File: src/rtl/knight_cmd_sequencer.sv
// Command scripter: queues 16-bit Knight commands and issues them one at a time to RemoteComm.
// Each command waits for cmd_snt, then a response byte; done/busy/timeout/abort are tracked.
module knight_cmd_sequencer #(
    parameter int unsigned DEPTH    = 8,
    parameter int unsigned TIMEOUT  = 7000000,
    parameter logic [7:0]  ACK_DONE = 8'hA5,
    parameter logic [7:0]  ACK_BUSY = 8'h5A
) (
    input  logic                     clk,
    input  logic                     rst_n,
    input  logic                     push,
    input  logic [15:0]              push_cmd,
    output logic                     full,
    output logic [$clog2(DEPTH):0]   count,
    input  logic                     start,
    input  logic                     abort,
    output logic [15:0]              cmd,
    output logic                     snd_cmd,
    input  logic                     cmd_snt,
    input  logic                     resp_rdy,
    input  logic [7:0]               resp,
    output logic                     busy,
    output logic                     done,
    output logic                     err,
    output logic [1:0]               err_code,
    output logic [7:0]               n_acked
);

    localparam int unsigned AW = $clog2(DEPTH);
    localparam int unsigned CW = AW + 1;
    localparam int unsigned TW = $clog2(TIMEOUT + 1);

    typedef enum logic [2:0] {
        StIdle, StLoad, StSend, StWaitSnt, StWaitResp, StDone, StErr
    } state_t;

    state_t          r_state;
    logic [15:0]     r_mem [DEPTH];
    logic [AW-1:0]   r_wr_ptr;
    logic [AW-1:0]   r_rd_ptr;
    logic [CW-1:0]   r_count;
    logic [15:0]     r_cmd;
    logic [TW-1:0]   r_timer;
    logic [1:0]      r_err_code;
    logic [7:0]      r_n_acked;

    logic            w_full;
    logic            w_push_ok;
    logic            w_pop;
    logic            w_timeout;

    assign w_full    = (r_count == CW'(DEPTH));
    assign w_push_ok = push && !w_full;
    assign w_pop     = (r_state == StLoad) && !abort;
    assign w_timeout = (r_timer == TW'(TIMEOUT - 1));

    // Storage needs no reset: contents are only meaningful between the pointers.
    always_ff @(posedge clk) begin
        if (w_push_ok) begin
            r_mem[r_wr_ptr] <= push_cmd;
        end
    end

    always_ff @(posedge clk or negedge rst_n) begin
        if (!rst_n) begin
            r_wr_ptr <= '0;
            r_rd_ptr <= '0;
            r_count  <= '0;
        end else if (abort) begin
            // Flush wins over a same-cycle push.
            r_rd_ptr <= r_wr_ptr;
            r_count  <= '0;
        end else begin
            if (w_push_ok) begin
                r_wr_ptr <= r_wr_ptr + AW'(1);
            end
            if (w_pop) begin
                r_rd_ptr <= r_rd_ptr + AW'(1);
            end
            if (w_push_ok && !w_pop) begin
                r_count <= r_count + CW'(1);
            end else if (!w_push_ok && w_pop) begin
                r_count <= r_count - CW'(1);
            end
        end
    end

    always_ff @(posedge clk or negedge rst_n) begin
        if (!rst_n) begin
            r_state    <= StIdle;
            r_cmd      <= '0;
            r_timer    <= '0;
            r_err_code <= 2'd0;
            r_n_acked  <= '0;
        end else if (abort && (r_state != StIdle)) begin
            r_state    <= StErr;
            r_err_code <= 2'd3;
        end else begin
            case (r_state)
                StIdle, StDone, StErr: begin
                    if (start) begin
                        r_err_code <= 2'd0;
                        r_n_acked  <= '0;
                        r_state    <= (r_count != '0) ? StLoad : StDone;
                    end
                end
                StLoad: begin
                    r_cmd   <= r_mem[r_rd_ptr];
                    r_state <= StSend;
                end
                StSend: begin
                    r_timer <= '0;
                    r_state <= StWaitSnt;
                end
                StWaitSnt: begin
                    if (cmd_snt) begin
                        r_timer <= '0;
                        r_state <= StWaitResp;
                    end else if (w_timeout) begin
                        r_err_code <= 2'd1;
                        r_state    <= StErr;
                    end else begin
                        r_timer <= r_timer + TW'(1);
                    end
                end
                StWaitResp: begin
                    if (resp_rdy && (resp == ACK_DONE)) begin
                        if (r_n_acked != 8'hFF) begin
                            r_n_acked <= r_n_acked + 8'd1;
                        end
                        r_state <= (r_count != '0) ? StLoad : StDone;
                    end else if (resp_rdy && (resp == ACK_BUSY)) begin
                        r_timer <= '0;
                    end else if (resp_rdy) begin
                        r_err_code <= 2'd2;
                        r_state    <= StErr;
                    end else if (w_timeout) begin
                        r_err_code <= 2'd1;
                        r_state    <= StErr;
                    end else begin
                        r_timer <= r_timer + TW'(1);
                    end
                end
                default: r_state <= StIdle;
            endcase
        end
    end

    assign full     = w_full;
    assign count    = r_count;
    assign cmd      = r_cmd;
    assign snd_cmd  = (r_state == StSend);
    assign busy     = (r_state == StLoad) || (r_state == StSend) ||
                      (r_state == StWaitSnt) || (r_state == StWaitResp);
    assign done     = (r_state == StDone);
    assign err      = (r_state == StErr);
    assign err_code = r_err_code;
    assign n_acked  = r_n_acked;

endmodule
File: config.mk
export PLATFORM = sky130hd
export DESIGN_NAME = knight_cmd_sequencer
export DESIGN_NICKNAME = d
export VERILOG_FILES = /design/src/rtl/knight_cmd_sequencer.sv
export SDC_FILE = /design/constraint.sdc
export NUM_CORES = 1
export LEC_CHECK = 0
export ABC_AREA = 1
export BUFFER_PORTS_ARGS = -buffer_cell sky130_fd_sc_hd__clkbuf_2
export CAP_MARGIN = 15
export CORE_MARGIN = 2
export CORE_UTILIZATION = 35
export CTS_CLUSTER_SIZE = 8
export DETAILED_ROUTE_END_ITERATION = 12
export PLACE_DENSITY_LB_ADDON = 0.15
export SYNTH_ARGS = -nofsm -noshare
export SYNTH_HDL_FRONTEND = slang
export SYNTH_SLANG_ARGS = --single-unit
File: constraint.sdc
create_clock -name clk -period 5.3 [get_ports clk]
set_input_delay 0.795 -clock clk [delete_from_list [all_inputs] [get_ports clk]]
set_output_delay 0.795 -clock clk [all_outputs]
set_load 0.03 [all_outputs]
==> summary.txt <==
Pwr dens = 475 nW/um2
First-pass GRT wire length = 33100 um
DRC viols = 0
Post-Syn Instances = 870
Netlist cell types = 40
Fin worst setup slack = 2.82 ns
Final wirelength = 20600 um
Die Wd = 161 um
P_int = 0.00288 W
Via density = 4.85
Avg WL per Cell = 16.2 um
Yosys reg bits = 190
# port buffers = 65
Most frequent cells in the layout = nand2_1 (185), edfxtp_1 (128), nor2_1 (121)
Starting density of the core = 35.6%
Max-Cap Viols = 0
Fmax achieved = 0.404 GHz
Max VDD drop = 0.000236 V
Drt first pass iters = 7
Post_cts resized = 0
Overall routing resource usage = 16.5%
Comb pwr share = 31.7%
Worst path required time = 5.69 ns
HPWL after DPL = 12400 um
Post-DRT Antenna Nets = 0
Worst-path fanout max = 21
Setup TNS = 0 ns
Final Max Tran Viols = 0
Startpoint Class = flip-flop
Mapped Area = 8660 um2
Least-Margin Pin Slew = 1.07 ns
Most common cell after layout, fill and taps aside = nand2_1
Nets@finish = 974
Count of final setup violators = 0
Clk_skew = 0.0114 ns
Worst-case reg-to-reg path depth = 14
CTS Sinks = 190
Final critical-path required period = 2.48 ns
Fill count = 2414
Critical path arrival = 2.86 ns
Outcome = finished, final reports clean
Met3 WL = 687 um
CTS Buf Count = 17
Largest net degree at the start of global routing = 66
Reg clk slew, reported paths = 0.08 ns
Max clock buf depth = 2
Reg2Reg Setup Slack = 2.82 ns
Period utilisation layout = 46.7%
CTS tree = built
Net Sw Frac = 39.2%
Setup Fix Bufs, Post-CTS = 0
CORE AREA = 24300 um2
Clock power share = 27.0%
Worst-path cell chain = inv_1 > nand3_1 > nor2_2 > buf_4 > nor2_1 > inv_1 > ha_1 > a21oi_1 > nand2_1 > xnor2_1 > nand2_1 > o211ai_1 > nand2_1 > inv_1
Slowest-stage cell, CP = dfrtp_1
Row cnt = 57
Vias = 6168
Number of global-route vias before repair = 6012
Gpl congestion = 0.780
Dpl ws = 2.55 ns
Antenna diodes = 0
Met1 wire length = 9700 um
Post-CTS Hold Fix Bufs = 0
Initial antenna violation count = 0
Total grt overflow = 0
CP top delay family = simple AND/OR/NAND/NOR gates
CTS Root Cell = clkbuf_16
Clk_lat worst skew = 0.44 ns
Max layer used = met4
Sequential share of power = 41.3%
Worst path bufs/invs = 4
CP Class = reg -> reg
Die Y = 161 um
Die area = 26000 um2
Syn Area/Cell = 9.96 um2
RSZ-0062 raised after global routing = false
Seq/Total Area, Yosys = 62.3%
First DRT Iteration DRCs = 370
Final hold slack = 0.442 ns
Hold crit path type = in -> async
Final Hold Violating Endpoints = 0
Net Count, Synth = 908
CTS H-Tree Depth = 4
R2r endpoint = count[3]
Layout cells sized above 1 = 16.1%
Net Sw Power = 0.00185 W
Top-Level Pins = 66
Yosys warns = 0
Worst stage delay on the critical path = 0.46 ns
R2r startpoint = r_state[1]
Crit path capture type = flip-flop
Metal2 WL = 10100 um
Area growth syn-to-layout = 15.0%
Leakage power = 4.00 nW
Slew HR = 28.5%
## worst max-delay path by stage
| stage | start | end | slack [ns] | depth (start not counted) |
|---|---|---|---|---|
| final | r_state[1] | count[3] | 2.82 | 14 |
| after global routing | r_state[2] | count[3] | 2.61 | 14 |
| after CTS | r_state[1] | count[3] | 2.80 | 14 |
| after detailed placement | abort | count[3] | 2.55 | 13 |
| after global placement | abort | count[3] | 2.62 | 13 |
| after floorplan | push | count[3] | 3.15 | 11 |
## routing by layer
metal  vias up  track usage (%)
li1       3117                -
met1      2936             21.9
met2       102             28.1
met3        13             3.42
met4         0             3.65
met5         -                0
## power groups by stage
stage / sequential (W) / combinational (W) / clock [W]
after floorplan: 0.00208 / 0.000960 / 0
after global placement: 0.00199 / 0.00152 / 0
after detailed placement: 0.00199 / 0.00153 / 0
after CTS: 0.00196 / 0.00153 / 0.00131
after global routing: 0.00198 / 0.00170 / 0.00137
final: 0.00196 / 0.00150 / 0.00128
## worst register-to-register path, stage by stage, from the launching register on
cell and delay [ns]:
dfrtp_1 0.46, inv_1 0.10, nand3_1 0.17, nor2_2 0.05, buf_4 0.23, nor2_1 0.28, inv_1 0.13, ha_1 0.33
a21oi_1 0.15, nand2_1 0.07, xnor2_1 0.18, nand2_1 0.07, o211ai_1 0.09, nand2_1 0.07, inv_1 0.05
## layout make-up
class                           count  area (um2)  area share [%]
Clock buffer                       17         425            4.27
Clock inverter                     15         165            1.66
Inverter                           76         285            2.86
Multi-Input combinational cell    573        2860            28.7
Sequential cell                   190        5400            54.2
Tap cell                          324         405            4.07
Timing Repair Buffer               78         425            4.27
## state kept, by name (all words and copies together), names as in the netlist
| signal | flops |
|---|---|
| cmd | 16 |
| count | 4 |
| err_code | 2 |
| n_acked | 8 |
| r_mem | 128 |
| r_rd_ptr | 3 |
| r_state | 3 |
| r_timer | 23 |
| r_wr_ptr | 3 |
## synth_stat cells
| cell | number | area (um2) |
|---|---|---|
| a21o_1 | 1 | 7.51 |
| a21oi_1 | 10 | 50.1 |
| a21oi_4 | 1 | 16.3 |
| a22oi_1 | 1 | 7.51 |
| a31oi_1 | 2 | 12.5 |
| and2_1 | 1 | 6.26 |
| buf_1 | 2 | 7.51 |
| buf_2 | 10 | 50.1 |
| buf_4 | 1 | 7.51 |
| buf_6 | 2 | 22.5 |
| clkbuf_1 | 16 | 60.1 |
| clkinv_1 | 1 | 3.75 |
| dfrtp_1 | 62 | 1550 |
| edfxtp_1 | 128 | 3840 |
| fa_1 | 1 | 20.0 |
| ha_1 | 6 | 75.1 |
| inv_1 | 72 | 270 |
| inv_2 | 3 | 11.3 |
| nand2_1 | 185 | 694 |
| nand2_2 | 5 | 31.3 |
| nand2_4 | 1 | 11.3 |
| nand3_1 | 39 | 195 |
| nand3_2 | 4 | 40.0 |
| nand3b_1 | 1 | 7.51 |
| nand4_1 | 11 | 68.8 |
| nor2_1 | 130 | 488 |
| nor2_2 | 4 | 25.0 |
| nor2_4 | 3 | 33.8 |
| nor3_1 | 11 | 55.1 |
| nor3b_1 | 2 | 15.0 |
| nor4_1 | 1 | 6.26 |
| o211ai_1 | 17 | 128 |
| o21ai_0 | 78 | 390 |
| o21ai_2 | 8 | 70.1 |
| o221ai_1 | 18 | 158 |
| o22ai_1 | 18 | 113 |
| o31ai_1 | 1 | 7.51 |
| or2_2 | 4 | 25.0 |
| xnor2_1 | 2 | 17.5 |
| xor2_1 | 7 | 61.3 |
## cell families after synthesis
| logic type | Yosys count | synth area share [%] |
|---|---|---|
| flops | 190 | 62.3 |
| fa+ha+maj | 7 | 1.10 |
| xor+xnor | 9 | 0.910 |
| buf+inv | 107 | 5.00 |
| compound gates | 155 | 11.1 |
| simple gates | 402 | 19.7 |
## stage by stage
stage / std cells / util, % / area, um2 / total power (W)
floorplan: 870 / - / 8660 / 0.00304
global placement: 1241 / 38.5 / 9370 / 0.00351
detailed placement: 1241 / 38.5 / 9370 / 0.00352
CTS: 1273 / 41.0 / 9960 / 0.00480
global route: 1273 / 41.0 / 9960 / 0.00505
finish: 1273 / 41.0 / 9960 / 0.00474
Power figures use the tool's default switching activity.
